==> config.mk <==
export PLATFORM = sky130hd
export DESIGN_NAME = fetch_unit
export DESIGN_NICKNAME = d
export VERILOG_FILES = /design/src/rtl/fetch_unit.sv
export SDC_FILE = /design/constraint.sdc
export NUM_CORES = 1
export LEC_CHECK = 0
export ABC_AREA = 1
export CORE_MARGIN = 2
export CORE_UTILIZATION = 42
export DETAILED_ROUTE_END_ITERATION = 6
export PLACE_DENSITY = 0.77
export SYNTH_ARGS = -nofsm -noshare
export SYNTH_HDL_FRONTEND = slang
export SYNTH_SLANG_ARGS = --single-unit
==> constraint.sdc <==
create_clock -name clk -period 2.2 [get_ports clk]
set_input_delay 0.66 -clock clk [delete_from_list [all_inputs] [get_ports clk]]
set_output_delay 0.66 -clock clk [all_outputs]
set_load 0.02 [all_outputs]
==> src/rtl/fetch_unit.sv <==
// Instruction-fetch stage: owns the PC, fetches over a req/ack port, holds the IR
// for the decoder and picks the next PC from jump/branch/halt and the ALU zero flag.
module fetch_unit #(
    parameter int              PC_W     = 8,
    parameter int              INSTR_W  = 16,
    parameter logic [PC_W-1:0] RESET_PC = '0
) (
    input  logic               clk,
    input  logic               rst,
    output logic               imem_req,
    output logic [PC_W-1:0]    imem_addr,
    input  logic               imem_ack,
    input  logic [INSTR_W-1:0] imem_rdata,
    output logic [3:0]         op_code,
    output logic [INSTR_W-1:0] instr,
    output logic               instr_valid,
    input  logic               jump,
    input  logic               branch,
    input  logic               halt,
    input  logic               alu_zero,
    input  logic               ex_ready,
    output logic [PC_W-1:0]    pc,
    output logic               halted,
    output logic [15:0]        retired,
    output logic [1:0]         dbg_state
);

    // Handshake: a fetch completes on the first rising edge where imem_req and
    // imem_ack are both high; imem_addr and imem_req are held until then.
    typedef enum logic [1:0] {
        S_FETCH  = 2'd0,
        S_EXEC   = 2'd1,
        S_HALTED = 2'd2
    } state_t;

    state_t             r_state;
    logic [PC_W-1:0]    r_pc;
    logic [INSTR_W-1:0] r_ir;
    logic [15:0]        r_retired;

    logic [PC_W-1:0]    w_pc_inc;
    logic [PC_W-1:0]    w_branch_off;
    logic [PC_W-1:0]    w_next_pc;
    logic [INSTR_W-1:0] w_instr;

    assign w_pc_inc     = r_pc + PC_W'(1);
    assign w_branch_off = {{(PC_W-4){r_ir[3]}}, r_ir[3:0]};

    always_comb begin
        w_next_pc = w_pc_inc;
        if (jump) begin
            w_next_pc = r_ir[PC_W-1:0];
        end else if (branch && alu_zero) begin
            w_next_pc = w_pc_inc + w_branch_off;
        end
    end

    always_ff @(posedge clk) begin
        if (rst) begin
            r_state   <= S_FETCH;
            r_pc      <= RESET_PC;
            r_ir      <= '0;
            r_retired <= '0;
        end else begin
            case (r_state)
                S_FETCH: begin
                    if (imem_ack) begin
                        r_ir    <= imem_rdata;
                        r_state <= S_EXEC;
                    end
                end
                S_EXEC: begin
                    // halt wins over completion and leaves pc/retired untouched
                    if (halt) begin
                        r_state <= S_HALTED;
                    end else if (ex_ready) begin
                        r_pc      <= w_next_pc;
                        r_retired <= r_retired + 16'd1;
                        r_state   <= S_FETCH;
                    end
                end
                S_HALTED: begin
                    r_state <= S_HALTED;
                end
                default: begin
                    r_state <= S_FETCH;
                end
            endcase
        end
    end

    assign w_instr     = rst ? '0 : r_ir;
    assign instr       = w_instr;
    assign op_code     = w_instr[INSTR_W-1 -: 4];
    assign imem_req    = !rst && (r_state == S_FETCH);
    assign instr_valid = !rst && (r_state == S_EXEC);
    assign halted      = !rst && (r_state == S_HALTED);
    assign imem_addr   = rst ? RESET_PC : r_pc;
    assign pc          = r_pc;
    assign retired     = r_retired;
    assign dbg_state   = r_state;

endmodule

After elaboration in Yosys (flattened, before gate mapping)

Cells that the tools add are included.

Flip-flop bits (word level): 42
Word-level logic and storage cells: 29
Output and inout bits: 57
Input port bits: 24

Multiplexer cells: 8
Reductions and logical operators: 9
Bitwise logic cells: 1
Add/subtract/negate cells: 3
Eq/ne operators: 4

Operators by type and width:

| operator                                      | number |
|---|---|
| 2-to-1 mux 8 bit                              | 3 |
| adder 16 x 1 -> 16 bit, second input constant | 1 |
| 2-to-1 mux 16 bit                             | 1 |
| adder 8 x 1 -> 8 bit, second input constant   | 1 |
| adder 8 bit                                   | 1 |
| 2-to-1 mux 2 bit                              | 3 |
| case mux 2 bit (3 select lines)               | 1 |
| logical AND 1 bit                             | 4 |
| AND reduction 2 bit                           | 2 |
| != test 3 bit, second input constant          | 1 |
| AND reduction 3 bit                           | 1 |
| == test 2 x 1 -> 1 bit, second input constant | 1 |
| == test 2 bit, second input constant          | 1 |
| logical NOT 2 bit                             | 1 |
| != test 2 bit, second input constant          | 1 |
| logical NOT 1 bit                             | 1 |
| inverter 1 bit                                | 1 |

Depth between registers and ports, before layout

Gate-level depths: netlist (run 1).

Depth in word-level cells: 4
Gate-level depth with buffers: 18
Mapped depth without buffers: 18

Least setup slack after synthesis (run 1)

OpenSTA, ideal clock, no wires.

Kind: reg-to-reg
From: reg r_pc[0], in the netlist pc[0]
To: reg r_pc[7], in the netlist pc[7]
Stages on the path, launching flop included: 18
Data arrival time: 2,195 ps
Data required time: 2,088 ps
Path buffers: 0
Library setup time: 112 ps
Path slack: -108 ps
Period minus slack after synthesis: 2,308 ps
Cells stage by stage: dfxtp_1 -> ha_1 -> nand3_1 -> nor2_1 -> inv_1 -> o21ai_0 -> inv_1 -> ha_1 -> nand2_1 -> inv_1 -> a21oi_1 -> nand2_1 -> nand2_1 -> nand3_1 -> nand2_1 -> nand3_1 -> nand2_1 -> nand2_1

Cells in the longest elaborated chain, start to end: 4

Ends and longest elaborated chain:

| element                | RTL line | text |
|---|---|---|
| from (decl)            | 37       | `logic [PC_W-1:0] r_pc;` |
| from (signal assigned) | 77       | `r_pc <= w_next_pc;` |
| adder 8 x 1 -> 8 bit * | 46       | `assign w_pc_inc = r_pc + PC_W'(1);` |
| adder 8 bit            | 54       | `w_next_pc = w_pc_inc + w_branch_off;` |
| 2-to-1 mux 8 bit *     | 53       | `end else if (branch && alu_zero) begin` |
| 2-to-1 mux 8 bit *     | 51       | `if (jump) begin` |

Every way passes the cells marked *; elsewhere a longest branch is shown, timed or not.
A chain may end at the register's enable or synchronous reset.

Worst setup path in the final report (run 1)

From: in rst
To: out imem_addr[7]

Cells in the longest elaborated chain, start to end: 1

Ends and longest elaborated chain:

| element          | RTL line | text |
|---|---|---|
| from (decl)      | 9        | `input logic rst,` |
| 2-to-1 mux 8 bit | 98       | `assign imem_addr = rst ? RESET_PC : r_pc;` |
| to (decl)        | 11       | `output logic [PC_W-1:0] imem_addr,` |

Every way passes these cells.

==> flow_metrics.tcl, run 1 <==
set metrics [dict create \
    finalHoldViolCount 0 \
    numPortBuffers 80 \
    clock_latency_ns 0.30 \
    antenna_found_initial 0 \
    dieArea_um2 6600 \
    clock_path_buffers 2 \
    end_kind "output port" \
    clk_pin_slew_ns 0.08 \
    ys_warn_count 0 \
    crit_fanout 9 \
    fin_crit_sh_pct 98.2 \
    gr-usage-all-layers_pct 23.0 \
    start_util_pct 42.8 \
    dp_hpwl_mm 5.28 \
    place_congestion 0.949 \
    grt_pass1_wl_mm 11.7 \
    fin_skew_ns 0.00563 \
    setup-violations-final 0 \
    ys_seq_area_share_pct 33.5 \
    vias_per_cell 5.06 \
    reg2reg_depth 16 \
    cp.required_ns 1.54 \
    worstPathArrival_ns 1.50 \
    die_h_um 81.2 \
    root_buffer "clkbuf_8" \
    synthFlopType "dfxtp_1" \
    hold_buffers 0 \
    drc 0 \
    hold_path_class "reg2reg" \
    vdd.ir_drop.worst_v 0.000291 \
    cap_violations 0 \
    rr_startpoint "pc[1]" \
    numCtsBuffers 5 \
    synth.top_cell.area_share_pct 33.5 \
    routed-via-count 2793 \
    dp_cells 541 \
    cp-start-kind "input port" \
    wl_per_cell_um 13.2 \
    fillers 507 \
    report.final.slew_viol_count 0 \
    syn_nets 412 \
    hold_depth 2 \
    tightest_slew_ns 0.665 \
    syn_area_um2 2510 \
    n_antenna_cell 0 \
    yosysMostFrequentCell "nand2_1" \
    relSlewSlack_pct 55.6 \
    synth.avg_cell_area_um2 6.65 \
    drtPass1Iterations 4 \
    synthCells 377 \
    ys_types 34 \
    num_rows 28 \
    rsz0062_at_grt "true" \
    drive_gt1_share_pct 22.4 \
    yosys_register_bits 42 \
    synth_edf_count 0 \
    synth_area_leaders "dfxtp_1, nand2_1, inv_1" \
    synthArstFlopShare_pct 0 \
    overflow 0 \
    area_growth_pct 47.9 \
    power_density_nw_per_um2 488 \
    r2r_end "pc[7]" \
    timing.fmax_ghz 0.463 \
    hold_end "r_ir[10]" \
    wl_mm 7.30 \
    crit_type "in2out" \
    drt_iter0_markers 229 \
    ant_nets 0 \
    status "completed" \
    pre_cts_ws_ns -0.655 \
    worst_slack_ns 0.0398 \
    grt_pass1_vias 2587 \
    io_pins 81 \
    ff2ff_setup_slack_ns 0.07 \
    fin_crit_ns 2.16 \
    core_um2 5850 \
    nNetsFinal 511 \
    cts_sinks 42 \
    cts_tree "done" \
    htree_levels 2 \
    die-width_um 81.2 \
    layout.cells.non_filler 552 \
    grt_max_degree 27 \
    p_leak_nw 1.67 \
    synth_commonest_cells "nand2_1, inv_1, dfxtp_1" \
    min_from "r_ir[10]" \
    synth_top_cell_by_area "dfxtp_1" \
]
worst max-delay path by stage:
| stage | cells past startpoint | from | to | slack (ns) |
|---|---|---|---|---|
| floorplan | 4 | rst | op_code[0] | -0.03 |
| finish | 4 | rst | imem_addr[7] | 0.04 |
| detailed placement | 4 | rst | instr_valid | -0.66 |
| CTS | 16 | pc[0] | pc[7] | 0.009 |
| global route | 16 | pc[1] | pc[7] | -0.07 |
| global placement | 4 | rst | instr_valid | -0.67 |
repair_timing:
| item | in CTS | in global routing |
|---|---|---|
| endpoints found under the setup margin | 32 | 6 |
| setup buffers | 2 | 0 |
| pin swaps | 4 | 10 |
| resized for setup | 154 | 24 |
| gates cloned | 1 | 0 |
layout by cell type (no fill, tap or decap), types with 2 or more instances in the layout:
| master | netlist | routed |
|---|---|---|
| dfxtp_1 | 42 | 39 |
| clkdlybuf4s50_1 | 0 | 48 |
| nand2_2 | 1 | 6 |
| inv_1 | 61 | 57 |
| nand2_1 | 71 | 65 |
| nor2_1 | 39 | 33 |
| a21oi_1 | 37 | 36 |
| o21ai_1 | 3 | 3 |
| o21ai_0 | 27 | 26 |
| ha_4 | 0 | 3 |
| nand3b_1 | 2 | 2 |
| nand3_2 | 3 | 5 |
| ha_1 | 10 | 7 |
| buf_6 | 1 | 3 |
| o211ai_1 | 3 | 3 |
| clkinv_1 | 2 | 2 |
| buf_4 | 4 | 35 |
| buf_2 | 3 | 18 |
| nand4_1 | 5 | 5 |
| nor2_4 | 2 | 3 |
| a32o_1 | 3 | 3 |
| buf_12 | 0 | 2 |
| xor2_1 | 5 | 4 |
| clkbuf_8 | 0 | 5 |
| dfxtp_2 | 0 | 3 |
| nand3_4 | 0 | 2 |
| nor2_2 | 1 | 6 |
| clkbuf_1 | 5 | 2 |
| nor3_1 | 9 | 8 |
| nand3_1 | 26 | 22 |
| inv_2 | 1 | 5 |
per-stage QoR:
stage	total power, W	TNS, ns	cell area (um^2)	util [%]	hold WS (ns)
global route	0.00189	-0.0721	3710	63.4	0.475
finish	0.00181	0	3710	63.4	0.461
floorplan	0.00102	-0.0778	2510	-	0.430
CTS	0.00181	0	3630	62.0	0.462
global placement	0.00119	-17.84	3530	60.4	0.442
detailed placement	0.00119	-18.04	3530	60.4	0.451
sequential cells by signal (all words and copies together) (netlist names):
register	count
r_ir	16
retired	16
pc	8
dbg_state	2
cell families (layout without fill, tap and decap cells):
group	after synthesis	in the layout	synth area share, %
AND/OR/NAND/NOR	163	163	29.6
buffers and inverters	81	181	13.2
AO/OA/AOI/OAI	74	74	15.8
flip-flops	42	42	33.5
adder cells (fa/ha/maj)	11	11	5.79
XOR/XNOR	6	6	2.10
layout make-up:
class / instances / area (um^2) / share of cell area, %
Inverter: 65 / 245 / 6.61
Tap cell: 75 / 93.8 / 2.53
Clock inverter: 1 / 30.0 / 0.810
Sequential cell: 42 / 845 / 22.8
Timing Repair Buffer: 108 / 951 / 25.6
Multi-Input combinational cell: 254 / 1470 / 39.6
Clock buffer: 7 / 76.3 / 2.06
critical path: stages:
cell             delay, ns
clkdlybuf4s15_2       0.22
bufbuf_16             0.29
nor2_1                0.14
buf_2                 0.18
routing by layer:
layer  wire, um  vias to the layer above  global-route usage, %
met2       3420                      106                   37.5
met1       3210                     1265                   30.8
met4        123                        0                   7.63
met5          0                        -                      0
li1           -                     1413                      -
met3        546                        9                   3.78
power by group:
group          switching (W)  total [W]  internal, W
sequential         0.0000188   0.000812     0.000793
combinational       0.000210   0.000381     0.000171
clock               0.000276   0.000616     0.000340
total               0.000505    0.00181      0.00130
Note: power is estimated with default switching activity, not from simulation.
==> run 2, diff against run 1 <==
- CORE_MARGIN: 2 -> 3
==> run 2 against run 1 <==
  * Via count fell by 0.90%
  * Critical path depth decreased by 2
  * First-iteration DRC count shrank 35%
  * Power decreased by 5.0%
  * Final cell count decreased by 0.36%
  * Setup slack improved by 0.030 ns
  * Clock-buffer cell count is the same
  * Global-route usage decreased by 2.5 points
  * Register-to-register slack better by 0.02 ns
  * Combinational power shrank 3%
  * Largest power group unchanged
==> flow_metrics.tcl, run 2 (synthesis results as in run 1) <==
set metrics [dict create \
    overflow 0 \
    grt_pass1_wl_mm 11.9 \
    power_density_nw_per_um2 466 \
    setup-violations-final 0 \
    routed-via-count 2768 \
    fin_crit_ns 2.13 \
    pre_cts_ws_ns -0.691 \
    fillers 518 \
    place_congestion 0.903 \
    clock_path_buffers 2 \
    dieArea_um2 6930 \
    numCtsBuffers 5 \
    clk_pin_slew_ns 0.08 \
    wl_mm 7.33 \
    p_int_w 0.00122 \
    fin_crit_sh_pct 96.8 \
    cp.required_ns 1.54 \
    clock_latency_ns 0.29 \
    crit_fanout 3 \
    ant_nets 0 \
    die_h_um 83.2 \
    vdd.ir_drop.worst_v 0.000415 \
    start_util_pct 44.4 \
    n_antenna_cell 0 \
    worstPathArrival_ns 1.47 \
    gr-usage-all-layers_pct 20.4 \
    relSlewSlack_pct 79.6 \
    dp_hpwl_mm 5.27 \
    wl_per_cell_um 13.3 \
    worst_slack_ns 0.0693 \
    report.final.slew_viol_count 0 \
    p_comb_share_pct 21.6 \
    final.setup.tns_ns 0 \
    drtPass1Iterations 5 \
    drc 0 \
    drt_iter0_markers 148 \
    cp-start-kind "flip-flop" \
    core_um2 5640 \
    hold_buffers 0 \
    num_rows 27 \
    crit_type "reg2out" \
    area_growth_pct 47.2 \
    fin_skew_ns 0.00562 \
    layout_commonest_cell "nand2_1" \
    finalHoldViolCount 0 \
    rsz0062_at_grt "true" \
    antenna_found_initial 0 \
    hold_path_class "reg2reg" \
    vias_per_cell 5.03 \
    timing.fmax_ghz 0.469 \
    pwr-share-seq_pct 47.3 \
    root_buffer "clkbuf_8" \
    die-width_um 83.2 \
    grt_pass1_vias 2659 \
    numPortBuffers 80 \
    nNetsFinal 512 \
    end_kind "output port" \
    clock_power_share_pct 31.1 \
    final_cell_mix "nand2_1, inv_1, clkdlybuf4s50_1" \
    status "completed" \
    cts_tree "done" \
    cts_sinks 42 \
    drive_gt1_share_pct 21.1 \
    cap_violations 0 \
    p_leak_nw 1.65 \
    io_pins 81 \
    htree_levels 2 \
    switchingPower_w 0.000502 \
    grt_max_degree 34 \
    swShare_pct 29.2 \
    tightest_slew_ns 0.304 \
]
[run 2: cell count changes in the layout (fill, tap and decap cells not counted), sizes merged]
cell / delta
clkdlybuf4s15: +7
bufinv: -1
buf: -10
bufbuf: -1
clkbuf: +5
inv: +1
[run 2: power by group through the flow]
stage	logic [W]	registers, W	clock network [W]
finish	0.000371	0.000813	0.000534
global route	0.000407	0.000816	0.000587
CTS	0.000369	0.000813	0.000549
detailed placement	0.000368	0.000830	0
global placement	0.000359	0.000828	0
floorplan	0.000189	0.000836	0
[run 2: per-stage QoR]
step | util [%] | instance area [um^2] | power, W | std cells | hold slack [ns]
floorplan | - | 2510 | 0.00102 | 377 | 0.430
global placement | 63.0 | 3560 | 0.00119 | 540 | 0.440
detailed placement | 63.0 | 3560 | 0.00120 | 540 | 0.443
CTS | 65.3 | 3680 | 0.00173 | 549 | 0.457
global route | 65.4 | 3690 | 0.00181 | 550 | 0.475
finish | 65.4 | 3690 | 0.00172 | 550 | 0.455
[run 2: repair_timing]
| action | CTS | global route |
|---|---|---|
| setup buffers | 0 | 1 |
| gates resized for setup | 119 | 24 |
| endpoints found under the hold margin | 0 | 0 |
| cloned | 1 | 0 |
| pin swaps | 3 | 5 |
| endpoints found under the setup margin | 32 | 14 |
[run 2: final cells by class]
type	count	area (um^2)	area share, %
sequential	42	843	22.9
inverter	65	245	6.65
timing repair buffer	109	971	26.3
clock inverter	1	8.76	0.237
tap	72	90.1	2.44
multi-input combinational	254	1440	39.1
clock buffer	7	86.3	2.34
[run 2: per-layer routing]
layer  share of wire, %  routed length [um]  GRT usage [%]
met1                 44                3210           25.4
met2                 47                3450           33.7
met3                8.0                 585           7.14
met4                1.2                  85           5.05
met5                  0                   0              0
[run 2: critical path, cell delays in order (launching register included)]
cell and delay [ns]:
dfxtp_1 0.42, buf_4 0.16, clkdlybuf4s50_1 0.61
[run 2: path summary, 6_finish.rpt]
| path | start | endpoint | slack (ns) | cells after the start |
|---|---|---|---|---|
| setup / recovery | pc[2] | pc[2] | 0.07 | 2 |
| hold / removal | r_ir[9] | r_ir[9] | 0.45 | 2 |
| setup reg to reg | pc[1] | pc[7] | 0.09 | 19 |
| hold reg to reg | r_ir[9] | r_ir[9] | 0.45 | 2 |
